$ cat config.mk
export PLATFORM = sky130hd
export DESIGN_NAME = seg_scan_driver
export DESIGN_NICKNAME = d
export VERILOG_FILES = /design/src/rtl/seg_scan_driver.sv
export SDC_FILE = /design/constraint.sdc
export NUM_CORES = 1
export LEC_CHECK = 0
export ABC_CLOCK_PERIOD_IN_PS = 6130
export CORE_MARGIN = 1.5
export CORE_UTILIZATION = 57
export DETAILED_ROUTE_END_ITERATION = 12
export HOLD_SLACK_MARGIN = 0.15
export PLACE_DENSITY = 0.93
export SETUP_SLACK_MARGIN = 0.15
export SLEW_MARGIN = 30
export SYNTH_ARGS = -nofsm -noshare
export SYNTH_HDL_FRONTEND = slang
export SYNTH_SLANG_ARGS = --single-unit
$ cat constraint.sdc
create_clock -name clock -period 6.13 [get_ports clock]
set_input_delay 1.226 -clock clock [delete_from_list [all_inputs] [get_ports clock]]
set_output_delay 1.226 -clock clock [all_outputs]
set_load 0.02 [all_outputs]
$ cat src/rtl/seg_scan_driver.sv
// Six-digit multiplexed 7-segment scan driver.
// Shows three latched 14-bit display words (two active-low patterns each) one
// digit at a time on a shared segment bus. Each digit slot starts with a short
// blanking gap to suppress ghosting. All three words are snapshotted once per
// frame so a mid-frame CPU write never tears the display.

module seg_scan_driver #(
    parameter int unsigned REFRESH_DIV  = 50000,
    parameter int unsigned BLANK_CYCLES = 16
) (
    input  logic        clock,
    input  logic        reset,
    input  logic        scan_en,
    input  logic [13:0] output1,
    input  logic [13:0] output2,
    input  logic [13:0] output3,
    output logic [6:0]  seg_n,
    output logic [5:0]  an_n,
    output logic        frame_done
);

    // Slot counter is wide enough for the largest legal REFRESH_DIV (2^20-1).
    localparam int unsigned CntW = 20;

    localparam logic [CntW-1:0] LastCnt  = CntW'(REFRESH_DIV - 1);
    localparam logic [CntW-1:0] BlankCnt = CntW'(BLANK_CYCLES);
    localparam logic [2:0]      LastIdx  = 3'd5;

    localparam logic [6:0]  SegOff  = 7'h7F;
    localparam logic [5:0]  AnOff   = 6'h3F;
    localparam logic [41:0] SnapOne = '1;

    typedef enum logic {
        PhBlank,
        PhShow
    } phase_e;

    // Scan position: idx_q/cnt_q describe the cycle the next edge will begin.
    logic [2:0]      idx_q, idx_d;
    logic [CntW-1:0] cnt_q, cnt_d;
    phase_e          phase_q, phase_d;

    // Frame snapshot of {output3, output2, output1}.
    logic [41:0] snap_q, snap_d;

    // Set while digit 5's last show cycle is on the bus; turns into frame_done.
    logic last_show_q, last_show_d;

    // Registered outputs.
    logic [6:0] seg_q, seg_d;
    logic [5:0] an_q, an_d;
    logic       fd_q, fd_d;

    logic [6:0] digit_pat;

    // Select the snapshot pattern for the digit currently being scanned.
    always_comb begin
        digit_pat = SegOff;
        unique case (idx_q)
            3'd0:    digit_pat = snap_q[6:0];
            3'd1:    digit_pat = snap_q[13:7];
            3'd2:    digit_pat = snap_q[20:14];
            3'd3:    digit_pat = snap_q[27:21];
            3'd4:    digit_pat = snap_q[34:28];
            3'd5:    digit_pat = snap_q[41:35];
            default: digit_pat = SegOff;
        endcase
    end

    // Next-state and output decode for the blank/show slot sequencer.
    always_comb begin
        idx_d       = idx_q;
        cnt_d       = cnt_q;
        phase_d     = phase_q;
        snap_d      = snap_q;
        last_show_d = 1'b0;
        seg_d       = SegOff;
        an_d        = AnOff;
        fd_d        = 1'b0;

        if (!scan_en) begin
            // Dark and frozen: the current digit restarts with a full blank later.
            cnt_d   = '0;
            phase_d = PhBlank;
        end else begin
            fd_d = last_show_q;

            if (cnt_q < BlankCnt) begin
                phase_d = PhBlank;
            end else begin
                phase_d = PhShow;
            end

            // First blank cycle of digit 0 opens a new frame.
            if (idx_q == 3'd0 && cnt_q == '0) begin
                snap_d = {output3, output2, output1};
            end

            // Show cycles always have cnt >= 1, so snap_q is already this frame's.
            if (phase_d == PhShow) begin
                an_d  = ~(6'b000001 << idx_q);
                seg_d = digit_pat;
            end

            if (cnt_q == LastCnt) begin
                cnt_d       = '0;
                last_show_d = (idx_q == LastIdx);
                if (idx_q == LastIdx) begin
                    idx_d = 3'd0;
                end else begin
                    idx_d = idx_q + 3'd1;
                end
            end else begin
                cnt_d = cnt_q + 1'b1;
            end
        end
    end

    // State and output registers with synchronous reset.
    always_ff @(posedge clock) begin
        if (reset) begin
            idx_q       <= 3'd0;
            cnt_q       <= '0;
            phase_q     <= PhBlank;
            snap_q      <= SnapOne;
            last_show_q <= 1'b0;
            seg_q       <= SegOff;
            an_q        <= AnOff;
            fd_q        <= 1'b0;
        end else begin
            idx_q       <= idx_d;
            cnt_q       <= cnt_d;
            phase_q     <= phase_d;
            snap_q      <= snap_d;
            last_show_q <= last_show_d;
            seg_q       <= seg_d;
            an_q        <= an_d;
            fd_q        <= fd_d;
        end
    end

    assign seg_n      = seg_q;
    assign an_n       = an_q;
    assign frame_done = fd_q;

endmodule

==> flow_metrics.env, run 1 <==
export IMPL_status="finished, final reports clean"
export IMPL_synth_edf_count=0
export IMPL_worstSetupStartpointType="primary input"
export IMPL_drc=0
export IMPL_setup_ws_ns=3.10
export IMPL_post_route_period_util_pct=49.4
export IMPL_rsz0062_at_grt="false"
export IMPL_cts_resized=0
export IMPL_r2r_slack_ns=3.36
export IMPL_path_cells="clkdlybuf4s50_1, nand4_1, nor3_4, buf_4, mux2i_1"
export IMPL_die_width_um=81.8
export IMPL_vias=3056
export IMPL_yosysSeqAreaShare_pct=45.3
export IMPL_vias_per_cell=5.73
export IMPL_dpl_cell_area_um2=4130
export IMPL_vdd_drop_max_v=0.000135
export IMPL_dpl_hpwl_mm=5.85
export IMPL_setup_viol=0
export IMPL_grt_pass1_wl_mm=13.8
export IMPL_slew_violations=0
export IMPL_end_kind="flop"
export IMPL_die_h_um=81.8
export IMPL_syn_num_nets=453
export IMPL_hold_viol_final=0
export IMPL_path_class="primary input to flop"
export IMPL_final_common_cell="nor2_1"
export IMPL_ff2ff_path_depth=5
export IMPL_layout_common_cells="nor2_1 (114), dfxtp_1 (80), clkdlybuf4s50_1 (57)"
export IMPL_critPathArrivalTime_ns=3.31
export IMPL_dp_cells=517
export IMPL_synth_area_per_cell_um2=8.73
export IMPL_antenna_found_initial=0
export IMPL_yosysWarnings=0
export IMPL_area_growth_pct=23.6
export IMPL_powerDensity_nw_per_um2=256
export IMPL_drt_wl_total_mm=8.76
export IMPL_cp_max_fo=24
export IMPL_cts_max_level=3
export IMPL_pre_cts_ws_ns=2.82
export IMPL_wl_per_cell_um=16.4
export IMPL_cts_clk_slew_worst_paths_ns=0.08
export IMPL_grt_max_degree=90
export IMPL_drive_gt1_share_pct=6.55
export IMPL_async_flop_share_pct=0
export IMPL_fin_nets=501
export IMPL_syn_area_um2=3540
export IMPL_grt_overflow=0
export IMPL_io_pin_count=59
export IMPL_maxCapViolCount=0
export IMPL_diodes=0
export IMPL_cts_setup_buffers=0
export IMPL_hold_path_class="flop to flop"
export IMPL_drtPass1Iterations=6
export IMPL_grt_usage_pct=27.5
export IMPL_grt_pass1_vias=2848
export IMPL_cts_buffer_depth=2
export IMPL_start_util_pct=59.4
export IMPL_min_to="frame_done"
export IMPL_worst_slew_pin_slew_ns=0.822
export IMPL_critical_path_required_ns=6.41
export IMPL_cp_slowest_cell="nor3_4"
export IMPL_cpPeakStageDelay_ns=0.59
export IMPL_ys_types=42
export IMPL_core_area_um2=5960
export IMPL_worstHoldStart="last_show_q"
export IMPL_root_buffer="clkbuf_8"
export IMPL_slew_headroom_pct=44.7
export IMPL_fmax_mhz=330
export IMPL_clk_latency_ns=0.36
export IMPL_synth_seq_cells=80
export IMPL_instances_no_fill=533
export IMPL_tns_ns=0
export IMPL_fin_area_um2=4370
export IMPL_hold_depth=1
export IMPL_netlist_instances=405
export IMPL_regToRegEndpoint="snap_q[15]"
export IMPL_reg2reg_from="idx_q[0]"
export IMPL_cts_inserted_buffers=9
export IMPL_gp_congestion=0.834
export IMPL_fin_crit_ns=3.03
export IMPL_tritoncts="built"
export IMPL_ys_flop_type="dfxtp_1"
export IMPL_num_rows=28
export IMPL_cts_sinks=80
export IMPL_portBuffers=58
export IMPL_die_area_um2=6690
export IMPL_postCtsHoldBufs=0
export IMPL_ant_nets=0
export IMPL_skew_ns=0.00835
export IMPL_p_total_mw=1.12
export IMPL_p_leak_nw=1.64
export IMPL_drtIter0Drc=356
==> metrics by stage <==
stage / hold slack [ns] / util, %
after floorplan: 0.406 / -
after global placement: 0.430 / 69.1
after detailed placement: 0.425 / 69.3
after CTS: 0.449 / 73.4
after global routing: 0.460 / 73.4
final: 0.448 / 73.4
==> metal layers <==
metal / vias to the layer above / share of wire, % / GRT usage, %
met1: 1431 / 43 / 35.6
met2: 127 / 48 / 43.9
met4: 0 / 2.6 / 12.7
li1: 1474 / - / -
met3: 24 / 6.3 / 5.89
met5: - / 0 / 0
==> how the worst max path moves through the flow <==
stage	to	cells past startpoint	start	slack, ns
finish	snap_q[15]	5	scan_en	3.10
global placement	snap_q[22]	5	scan_en	2.53
CTS	snap_q[15]	5	scan_en	3.15
floorplan	seg_n[5]	4	reset	3.83
global route	snap_q[30]	5	scan_en	3.03
detailed placement	snap_q[22]	5	scan_en	2.82
==> cells in the mapped netlist, drive strengths merged, types with 2 or more instances <==
| cell | number | area, um^2 |
|---|---|---|
| nor3 | 10 | 60.1 |
| ha | 3 | 37.5 |
| nor3b | 3 | 22.5 |
| xor2 | 2 | 17.5 |
| clkbuf | 18 | 78.8 |
| mux2i | 45 | 450 |
| a22oi | 18 | 135 |
| or3 | 9 | 57.6 |
| dfxtp | 80 | 1600 |
| o211ai | 2 | 15.0 |
| nand4 | 4 | 31.3 |
| nand2 | 18 | 67.6 |
| and2 | 2 | 12.5 |
| and3 | 2 | 13.8 |
| nor2 | 114 | 428 |
| nand3 | 9 | 70.1 |
| or4 | 4 | 33.8 |
| nor2b | 6 | 37.5 |
| xnor2 | 12 | 105 |
| nor4 | 8 | 50.1 |
| a21oi | 7 | 35.0 |
| inv | 9 | 33.8 |
| buf | 6 | 36.3 |
| o21ai | 3 | 18.8 |
| o31ai | 4 | 30.0 |
==> flip-flops by register name, summed over array words and instances (netlist names) <==
register,cells
an_n,6
last_show_q,1
cnt_q,20
idx_q,3
frame_done,1
snap_q,42
seg_n,7
==> kinds of logic after synthesis <==
group	count (synthesis)	synth area share, %
muxes	45	12.7
adders and majority gates	3	1.06
AOI/OAI and AO/OA	36	7.11
buffers and inverters	33	4.21
DFF	80	45.3
and+or+nand+nor	194	26.1
xor gates and xnor gates	14	3.47
==> final cells by class <==
cell class	count	area (um^2)
timing repair buffer	61	606
sequential	80	1600
clock inverter	7	119
inverter	9	33.8
multi-input combinational	292	1790
tap	75	93.8
fill	414	1590
clock buffer	9	124
==> where the power goes <==
part | switching [mW] | leakage, nW | internal (mW) | total, mW
Combinational | 0.0443 | 0.868 | 0.0513 | 0.0956
Sequential | 0.0125 | 0.654 | 0.540 | 0.552
Clock | 0.198 | 0.116 | 0.271 | 0.469
==> critical path: cells and delay by family <==
kind,cells,cell delay (ns)
buffers and inverters,2,1.06
AND/OR/NAND/NOR,2,0.76
multiplexers,1,0.26
No activity file was read; power rests on OpenSTA's default activity.
==> run 2, diff against run 1 <==
--- a/config.mk
+++ b/config.mk
@@ -5,12 +5,12 @@
 export SDC_FILE = /design/constraint.sdc
 export NUM_CORES = 1
 export LEC_CHECK = 0
-export ABC_CLOCK_PERIOD_IN_PS = 6130
+export ABC_CLOCK_PERIOD_IN_PS = 2400
 export CORE_MARGIN = 1.5
-export CORE_UTILIZATION = 57
+export CORE_UTILIZATION = 48
 export DETAILED_ROUTE_END_ITERATION = 12
 export HOLD_SLACK_MARGIN = 0.15
-export PLACE_DENSITY = 0.93
+export PLACE_DENSITY = 0.84
 export SETUP_SLACK_MARGIN = 0.15
 export SLEW_MARGIN = 30
 export SYNTH_ARGS = -nofsm -noshare
==> constraint.sdc (replaced) <==
create_clock -name clock -period 2.4 [get_ports clock]
set_input_delay 0.48 -clock clock [delete_from_list [all_inputs] [get_ports clock]]
set_output_delay 0.48 -clock clock [all_outputs]
set_load 0.02 [all_outputs]
==> flow_metrics.env, run 2 (same netlist as run 1, synthesis figures left out) <==
export IMPL_cpPeakStageDelay_ns=0.57
export IMPL_vias_per_cell=5.29
export IMPL_hold_path_class="flop to flop"
export IMPL_die_area_um2=7890
export IMPL_largest_register="snap_q"
export IMPL_ant_nets=0
export IMPL_use_met3_pct=4.10
export IMPL_fmax_mhz=475
export IMPL_drt_wl_total_mm=8.00
export IMPL_worstSetupStartpointType="flop"
export IMPL_diodes=0
export IMPL_dpl_hpwl_mm=5.65
export IMPL_critical_path_required_ns=2.68
export IMPL_path_cells="ha_1, nand3_4, or4_4, or4_1, a21oi_1"
export IMPL_start_util_pct=49.3
export IMPL_p_total_mw=2.59
export IMPL_die_width_um=88.8
export IMPL_cts_resized=0
export IMPL_root_buffer="clkbuf_8"
export IMPL_grt_pass1_vias=2793
export IMPL_skew_ns=0.00835
export IMPL_path_class="flop to flop"
export IMPL_cp_slowest_cell="or4_4"
export IMPL_instances_no_fill=561
export IMPL_maxCapViolCount=0
export IMPL_grt_usage_pct=21.4
export IMPL_fill_cells=611
export IMPL_fin_nets=506
export IMPL_drtIter0Drc=192
export IMPL_layout_common_cells="nor2_1 (114), dfxtp_1 (80), clkdlybuf4s50_1 (57)"
export IMPL_post_route_period_util_pct=87.7
export IMPL_dp_cells=546
export IMPL_vias=2968
export IMPL_cts_clk_slew_worst_paths_ns=0.07
export IMPL_cp_max_fo=6
export IMPL_fin_util_pct=61.4
export IMPL_portBuffers=58
export IMPL_use_met1_pct=27.1
export IMPL_clk_latency_ns=0.35
export IMPL_final_common_cell="nor2_1"
export IMPL_status="finished, final reports clean"
export IMPL_worst_slew_pin_slew_ns=0.563
export IMPL_setup_viol=0
export IMPL_cts_setup_buffers=0
export IMPL_powerDensity_nw_per_um2=589
export IMPL_tritoncts="built"
export IMPL_core_area_um2=7180
export IMPL_tns_ns=0
export IMPL_drtPass1Iterations=6
export IMPL_cts_inserted_buffers=9
export IMPL_critPathArrivalTime_ns=2.39
export IMPL_cts_sinks=80
export IMPL_antenna_found_initial=0
export IMPL_largest_reg_flops=42
export IMPL_cts_max_level=3
export IMPL_drive_gt1_share_pct=7.58
export IMPL_drc=0
export IMPL_p_leak_nw=1.66
export IMPL_num_rows=31
export IMPL_whs_ns=0.439
export IMPL_gp_congestion=0.875
export IMPL_met2_usage_pct=34.6
export IMPL_rsz0062_at_grt="false"
export IMPL_postCtsHoldBufs=0
export IMPL_wl_per_cell_um=14.3
export IMPL_io_pin_count=59
export IMPL_end_kind="flop"
export IMPL_vdd_drop_max_v=0.000232
export IMPL_cts_buffer_depth=2
export IMPL_fin_crit_ns=2.11
export IMPL_grt_overflow=0
export IMPL_slew_headroom_pct=62.4
export IMPL_hold_viol_final=0
export IMPL_top_usage_layer="met2"
export IMPL_grt_pass1_wl_mm=12.8
export IMPL_slew_violations=0
export IMPL_die_h_um=88.8
export IMPL_grt_max_degree=89
export IMPL_area_growth_pct=24.5
run 2: layout make-up:
type	instances	area, um^2	area share, %
repair buffers	66	661	15.0
clock inverters	6	61.3	1.39
flip-flops and latches	80	1600	36.4
multi-input cells	292	1800	40.8
well taps	99	124	2.81
clock buffers	9	124	2.81
inverters	9	33.8	0.767
run 2: worst paths after layout:
check | slack [ns] | cells past startpoint | endpoint | start
max | 0.29 | 5 | cnt_q[18] | cnt_q[0]
min | 0.44 | 1 | frame_done | last_show_q
max reg2reg | 0.29 | 5 | cnt_q[18] | cnt_q[0]
min reg2reg | 0.44 | 1 | frame_done | last_show_q
run 2: worst max-delay path, delay by kind of cell (launching register included):
kind,cells,cell delay [ns]
simple gates,3,1.21
flops,1,0.40
fa+ha+maj,1,0.27
compound gates,1,0.17
run 2: through the flow:
step / setup slack, ns / cell area [um^2]
6_report: 0.294 / 4400
5_1_grt: 0.200 / 4400
4_1_cts: 0.295 / 4400
3_5_place_dp: 0.338 / 4210
3_3_place_gp: 0.393 / 4210
2_1_floorplan: 0.231 / 3540
run 2: metal layers:
layer  routed length (um)  part of all wire [%]
met1                 3630                    45
met2                 3770                    47
met3                  398                   5.0
met4                  202                   2.5
met5                    0                     0
run 2: power by group:
part / switching [mW] / internal [mW] / leakage, nW / total, mW
logic: 0.108 / 0.135 / 0.907 / 0.243
registers: 0.0324 / 1.38 / 0.654 / 1.41
clock network: 0.469 / 0.470 / 0.0948 / 0.940
total: 0.610 / 1.98 / 1.66 / 2.59
==> run 3, diff against run 2 <==
--- a/config.mk
+++ b/config.mk
@@ -12,6 +12,7 @@
 export HOLD_SLACK_MARGIN = 0.15
 export PLACE_DENSITY = 0.84
 export SETUP_SLACK_MARGIN = 0.15
+export SKIP_LAST_GASP = 1
 export SLEW_MARGIN = 30
 export SYNTH_ARGS = -nofsm -noshare
 export SYNTH_HDL_FRONTEND = slang
==> results of run 3 <==
Final layout, timing and power as in run 2 (identical DEF).
